File: config.mk
export PLATFORM = sky130hd
export DESIGN_NAME = gpio_port_flat
export DESIGN_NICKNAME = d
export VERILOG_FILES = /design/src/rtl/gpio_port_if.sv /design/src/rtl/gpio_port.sv /design/src/flat_wrapper.sv
export SDC_FILE = /design/constraint.sdc
export NUM_CORES = 1
export LEC_CHECK = 0
export ABC_AREA = 1
export CAP_MARGIN = 20
export CORE_ASPECT_RATIO = 0.7
export CORE_MARGIN = 2
export CORE_UTILIZATION = 50
export DETAILED_ROUTE_END_ITERATION = 8
export PLACE_DENSITY = 0.82
export SLEW_MARGIN = 30
export SYNTH_ARGS = -nofsm -noshare
export SYNTH_HDL_FRONTEND = slang
export SYNTH_SLANG_ARGS = --single-unit
File: constraint.sdc
create_clock -name clk -period 2.4 [get_ports clk]
set_input_delay 0.6 -clock clk [delete_from_list [all_inputs] [get_ports clk]]
set_output_delay 0.6 -clock clk [all_outputs]
set_load 0.1 [all_outputs]
File: src/rtl/gpio_port_if.sv
// Register-bus connection shared by gpio_port and whoever drives it.
// The master issues single-cycle writes and reads bus_data_out combinationally.
interface gpio_port_if;
    logic        bus_write;
    logic [23:0] bus_address_in;
    logic [7:0]  bus_data_in;
    logic [7:0]  bus_data_out;

    modport master (
        output bus_write,
        output bus_address_in,
        output bus_data_in,
        input  bus_data_out
    );

    modport slave (
        input  bus_write,
        input  bus_address_in,
        input  bus_data_in,
        output bus_data_out
    );
endinterface

File: src/rtl/gpio_port.sv
// Register-mapped GPIO port: per-pin direction and output latch, synchronised and
// debounced inputs, and edge-selectable interrupt flags cleared by write-1.
module gpio_port #(
    parameter logic [23:0] BASE_ADDR       = 24'h2060,
    parameter int          NUM_PINS        = 8,
    parameter int          DEBOUNCE_CYCLES = 4
) (
    input  logic                clk,
    input  logic                reset,
    gpio_port_if.slave          bus,
    input  logic [NUM_PINS-1:0] pin_in,
    output logic [NUM_PINS-1:0] pin_out,
    output logic [NUM_PINS-1:0] pin_oe,
    output logic                irq
);

    localparam int               CNT_W     = $clog2(DEBOUNCE_CYCLES + 1);
    localparam logic [CNT_W-1:0] CNT_LAST  = CNT_W'(DEBOUNCE_CYCLES - 1);
    localparam logic [23:0]      ADDR_DIR  = BASE_ADDR;
    localparam logic [23:0]      ADDR_DATA = BASE_ADDR + 24'd1;
    localparam logic [23:0]      ADDR_EN   = BASE_ADDR + 24'd2;
    localparam logic [23:0]      ADDR_EDGE = BASE_ADDR + 24'd3;
    localparam logic [23:0]      ADDR_FLAG = BASE_ADDR + 24'd4;

    logic [NUM_PINS-1:0] dir_r;
    logic [NUM_PINS-1:0] data_r;
    logic [NUM_PINS-1:0] en_r;
    logic [NUM_PINS-1:0] edge_r;
    logic [NUM_PINS-1:0] flag_r;
    logic [NUM_PINS-1:0] s1;
    logic [NUM_PINS-1:0] s2;
    logic [NUM_PINS-1:0] deb;
    logic [CNT_W-1:0]    cnt [NUM_PINS];

    logic [NUM_PINS-1:0] upd;
    logic [NUM_PINS-1:0] flag_set;
    logic [NUM_PINS-1:0] flag_clr;
    logic                wr_dir;
    logic                wr_data;
    logic                wr_en;
    logic                wr_edge;
    logic                wr_flag;
    logic [7:0]          rdata;

    // Bus lanes above NUM_PINS are dropped on write and read back as zero.
    function automatic logic [NUM_PINS-1:0] from_bus(input logic [7:0] d);
        return d[NUM_PINS-1:0];
    endfunction

    function automatic logic [7:0] to_bus(input logic [NUM_PINS-1:0] v);
        logic [7:0] r;
        r = 8'h00;
        r[NUM_PINS-1:0] = v;
        return r;
    endfunction

    assign wr_dir  = bus.bus_write && (bus.bus_address_in == ADDR_DIR);
    assign wr_data = bus.bus_write && (bus.bus_address_in == ADDR_DATA);
    assign wr_en   = bus.bus_write && (bus.bus_address_in == ADDR_EN);
    assign wr_edge = bus.bus_write && (bus.bus_address_in == ADDR_EDGE);
    assign wr_flag = bus.bus_write && (bus.bus_address_in == ADDR_FLAG);

    // A pin's debounced value flips when s2 has differed for the full count.
    always_comb begin
        upd = '0;
        for (int i = 0; i < NUM_PINS; i++) begin
            upd[i] = (s2[i] != deb[i]) && (cnt[i] == CNT_LAST);
        end
    end

    assign flag_set = (upd & s2 & edge_r) | (upd & ~s2 & ~edge_r);
    assign flag_clr = wr_flag ? from_bus(bus.bus_data_in) : '0;

    always_ff @(posedge clk) begin
        if (!reset) begin
            dir_r  <= '0;
            data_r <= '0;
            en_r   <= '0;
            edge_r <= '0;
            flag_r <= '0;
            s1     <= '0;
            s2     <= '0;
            deb    <= '0;
            for (int i = 0; i < NUM_PINS; i++) begin
                cnt[i] <= '0;
            end
        end else begin
            // synchroniser
            s1 <= pin_in;
            s2 <= s1;
            // debounce
            for (int i = 0; i < NUM_PINS; i++) begin
                if (s2[i] == deb[i] || upd[i]) begin
                    cnt[i] <= '0;
                end else begin
                    cnt[i] <= cnt[i] + CNT_W'(1);
                end
            end
            deb <= deb ^ upd;
            // registers; a new edge outranks a same-cycle clear
            if (wr_dir)  dir_r  <= from_bus(bus.bus_data_in);
            if (wr_data) data_r <= from_bus(bus.bus_data_in);
            if (wr_en)   en_r   <= from_bus(bus.bus_data_in);
            if (wr_edge) edge_r <= from_bus(bus.bus_data_in);
            flag_r <= (flag_r & ~flag_clr) | flag_set;
        end
    end

    always_comb begin
        rdata = 8'h00;
        case (bus.bus_address_in)
            ADDR_DIR:  rdata = to_bus(dir_r);
            ADDR_DATA: rdata = to_bus((dir_r & data_r) | (~dir_r & deb));
            ADDR_EN:   rdata = to_bus(en_r);
            ADDR_EDGE: rdata = to_bus(edge_r);
            ADDR_FLAG: rdata = to_bus(flag_r);
            default:   rdata = 8'h00;
        endcase
    end

    assign bus.bus_data_out = rdata;
    assign pin_out          = data_r;
    assign pin_oe           = dir_r;
    assign irq              = |(flag_r & en_r);

endmodule
File: src/flat_wrapper.sv
// flat-port wrapper written by rule: the top's interface ports become plain ports
module gpio_port_flat 
#(
    parameter logic [23:0] BASE_ADDR       = 24'h2060,
    parameter int          NUM_PINS        = 8,
    parameter int          DEBOUNCE_CYCLES = 4
)
  (clk, reset, pin_in, pin_out, pin_oe, irq, bus_bus_write, bus_bus_address_in, bus_bus_data_in, bus_bus_data_out);
  gpio_port_if bus_i ();
  input  logic clk;
  input  logic reset;
  input  logic [NUM_PINS-1:0] pin_in;
  output logic [NUM_PINS-1:0] pin_out;
  output logic [NUM_PINS-1:0] pin_oe;
  output logic irq;
  input wire logic [$bits(bus_i.bus_write)-1:0] bus_bus_write;
  input wire logic [$bits(bus_i.bus_address_in)-1:0] bus_bus_address_in;
  input wire logic [$bits(bus_i.bus_data_in)-1:0] bus_bus_data_in;
  output wire logic [$bits(bus_i.bus_data_out)-1:0] bus_bus_data_out;
  assign bus_i.bus_write = bus_bus_write;
  assign bus_i.bus_address_in = bus_bus_address_in;
  assign bus_i.bus_data_in = bus_bus_data_in;
  assign bus_bus_data_out = bus_i.bus_data_out;
  gpio_port #(.BASE_ADDR(BASE_ADDR), .NUM_PINS(NUM_PINS), .DEBOUNCE_CYCLES(DEBOUNCE_CYCLES)) u_core (.clk(clk), .reset(reset), .bus(bus_i), .pin_in(pin_in), .pin_out(pin_out), .pin_oe(pin_oe), .irq(irq));
endmodule
==> run_results.csv <==
group,metric,value,unit
placed_design,placed_area,5680,um2
pwr,power.density,526,nW/um2
cells_and_area,area.growth.synth_to_final,48.3,%
detailed_routing,wl_met2,6740,um
setup_path,reg2reg_to,"u_core.cnt[0][19]",
placed_design,hpwlAfterDp,8300,um
global_route,grt_pass1_vias,4585,
timing,fmaxAchievable,398,MHz
synth,syn_area,4550,um2
cells_and_area,design_area,6750,um2
timing,worst_slack,-0.116,ns
floorplan,start_util,50.8,%
floorplan,dieArea,9900,um2
detailed_routing,drcViolationCount,0,
placed_design,dp_worst_setup_slack,-0.434,ns
synth,synth_top_area_share,28.1,%
clocking,cts_root_buf,"clkbuf_16",
floorplan,ioPinCount,68,
flow_run,max_cap_violations,0,
detailed_routing,vias_per_cell,5.37,
floorplan,coreArea,8960,um2
synth,ys_ff_latch,88,
setup_path,reg2reg_depth,5,
detailed_routing,wire_per_inst,16.1,um
clocking,cts_buffers,9,
synth,yosys.area.top_type,"dfxtp_1",
floorplan,fp.dieW,118,um
detailed_routing,postRouteAntennaNets,0,
min_path,hold_depth,2,
clocking,clk_pin_slew,0.06,ns
global_route,grt_start_max_net_pins,63,
global_route,grt_overflow,0,
setup_path,worst-r2r-setup-slack,0.82,ns
synth,synth.avg_cell_area,7.38,um2
detailed_routing,vias,4782,
synth,synthDistinctLibCells,33,
cells_and_area,nets,821,
synth,post_synth_inst_count,617,
timing,setup_viol,8,
clocking,hold_buffers,0,
floorplan,die_h,83.8,um
cells_and_area,num_antenna_cells,0,
placed_design,gp_congestion,0.863,
timing,finalMaxSlewViolations,0,
setup_path,worstSetupPathType,"input pin to primary output",
clocking,clockBufferDepth,2,
synth,seq_area_frac_synth,44.0,%
timing,rsz0062_at_grt,"true",
synth,synthTopCellsByArea,"dfxtp_1 28%, edfxtp_1 16%, nor2_1 13%, nand2_1 8.3%, inv_1 7.6%",
clocking,insertion_delay,0.34,ns
timing,post-route-period-util,105,%
global_route,grt_pass1_wl,22000,um
timing,timing.hold.ws,0.412,ns
setup_path,start_kind,"input pin",
detailed_routing,dr.pass1.iters,7,
setup_path,cp_max_fo,6,
setup_path,crit_arrival,1.92,ns
timing,clock_skew,0.00568,ns
detailed_routing,wl_met3,1490,um
cells_and_area,drive_gt1_share,30.5,%
global_route,gr-usage-all-layers,28.5,%
synth,yosys_warnings,0,
floorplan,fp-row-count,29,
timing,setup-tns-final,-0.491,ns
clocking,cts_tree,"done",
setup_path,reg2reg_from,"u_core.cnt[0][18]",
outcome,outcome,"complete, but fails checks",
outcome,violations,"negative setup slack",
clocking,clock-sinks,88,
timing,fin_crit,2.52,ns
detailed_routing,dr.first_iter.drc_count,457,
min_path,hp-start,"u_core.s1[6]",
timing,hold_violations,0,
clocking,htreeDepth,3,
pwr,peakVddDrop,0.468,mV
detailed_routing,drt-total-wl,14400,um
min_path,hold_end,"u_core.s2[6]",
detailed_routing,highest-signal-layer,"met4",
min_path,min_path_type,"flip-flop to flip-flop",
detailed_routing,met1_length,5530,um
pwr,p_leak,0.00301,uW
global_route,antenna_found_initial,0,
cells_and_area,utilization,75.4,%
setup_path,critPathRequiredTime,1.80,ns
placed_design,portBuffers,67,
setup_path,end_kind,"primary output",
layout make-up:
cell class | instances | area, um2
clock inverters | 3 | 68.8
multi-input cells | 438 | 2570
fillers | 602 | 2210
clock buffers | 13 | 292
inverters | 98 | 388
flip-flops and latches | 88 | 2000
repair buffers | 127 | 1280
well taps | 124 | 155
timing repair:
item | CTS | global route
buffers inserted | 35 | 6
gates resized for setup | 168 | 50
endpoints found under the setup margin | 8 | 40
cloned | 2 | 0
endpoints found under the hold margin | 0 | 0
pin swaps | 43 | 26
cell usage in the layout, fill, tap and decap left out, types with 2 or more instances in the layout:
| master | synthesis | final |
|---|---|---|
| nor2_1 | 158 | 108 |
| nand2_1 | 101 | 83 |
| inv_1 | 92 | 82 |
| dfxtp_1 | 64 | 64 |
| buf_4 | 4 | 60 |
| nor2_4 | 8 | 35 |
| nand3_1 | 34 | 33 |
| nand4_1 | 32 | 32 |
| nor2_2 | 3 | 27 |
| a21oi_1 | 26 | 26 |
| edfxtp_1 | 24 | 24 |
| conb_1 | 1 | 24 |
| buf_6 | 1 | 22 |
| clkdlybuf4s50_1 | 0 | 17 |
| ha_1 | 16 | 16 |
| buf_12 | 0 | 15 |
| nand2_2 | 1 | 10 |
| nand2_4 | 1 | 10 |
| o21ai_0 | 10 | 10 |
| clkbuf_16 | 0 | 10 |
| inv_2 | 5 | 9 |
| buf_2 | 1 | 9 |
| o2111ai_1 | 5 | 5 |
| inv_4 | 0 | 4 |
| nand3_2 | 3 | 4 |
| nand4_4 | 0 | 3 |
| clkbuf_8 | 0 | 3 |
| clkinv_4 | 0 | 2 |
| a221oi_1 | 2 | 2 |
| nor3_4 | 2 | 2 |
| nor3_1 | 2 | 2 |
| nand3b_1 | 2 | 2 |
| bufinv_16 | 0 | 2 |
| buf_8 | 0 | 2 |
report_power, final:
part           internal [uW]  total [uW]  switching, uW
combinational            149         332            182
sequential              1560        1580           19.9
clock                   1060        1640            573
per-layer routing:
layer,up-vias,global-route usage [%]
li1,2237,-
met1,2210,34.8
met3,64,6.83
met4,0,13.1
met2,271,47.9
met5,-,0
Yosys cell counts (all sizes together):
library cell  instances
a21oi                26
buf                  12
inv                  97
dfxtp                64
o2111ai               5
nand4                35
nand3                38
a22o                  1
o21ai                10
edfxtp               24
mux2i                 1
conb                  1
clkinv                1
ha                   16
nor3                  4
clkbuf                5
a221oi                2
nand2               103
nand3b                2
nor2                170
through the flow:
| step | instances | total power (uW) |
|---|---|---|
| finish | 891 | 3550 |
| global route | 891 | 3670 |
| CTS | 888 | 3540 |
| detailed placement | 835 | 1870 |
| global placement | 835 | 1860 |
| floorplan | 640 | 1750 |
cells by family (layout without fill, tap and decap cells):
family,after synthesis,in the layout,share of synthesized area [%]
and+or+nand+nor,352,353,35.8
buffers and inverters,115,241,10.0
DFF,88,88,44.0
AOI/OAI and AO/OA,44,44,5.50
adders and majority gates,16,16,4.40
other,1,24,0.0824
muxes,1,1,0.220
how the worst max path moves through the flow:
| stage | startpoint | to |
|---|---|---|
| floorplan | bus_bus_address_in[23] | bus_bus_data_out[0] |
| global placement | bus_bus_address_in[6] | bus_bus_data_out[2] |
| detailed placement | bus_bus_address_in[3] | bus_bus_data_out[0] |
| CTS | bus_bus_address_in[11] | bus_bus_data_out[3] |
| global route | bus_bus_address_in[12] | bus_bus_data_out[7] |
| finish | bus_bus_address_in[12] | bus_bus_data_out[7] |
worst max-delay path, cell delays in order:
cell,delay (ns)
buf_6,0.10
inv_4,0.06
nand2_2,0.05
nor2_2,0.13
nand2_2,0.10
clkinv_4,0.10
nand4_4,0.14
buf_8,0.18
nor2_4,0.15
nor2_4,0.06
nand2_4,0.07
buf_12,0.17
state kept, by name, indices dropped and copies added (netlist names), named ones only:
register / flops
u_core.flag_r: 8
u_core.pin_out: 8
u_core.en_r: 8
u_core.pin_oe: 8
u_core.cnt: 24
u_core.s2: 8
u_core.s1: 8
u_core.edge_r: 8
Power figures use the tool's default switching activity.
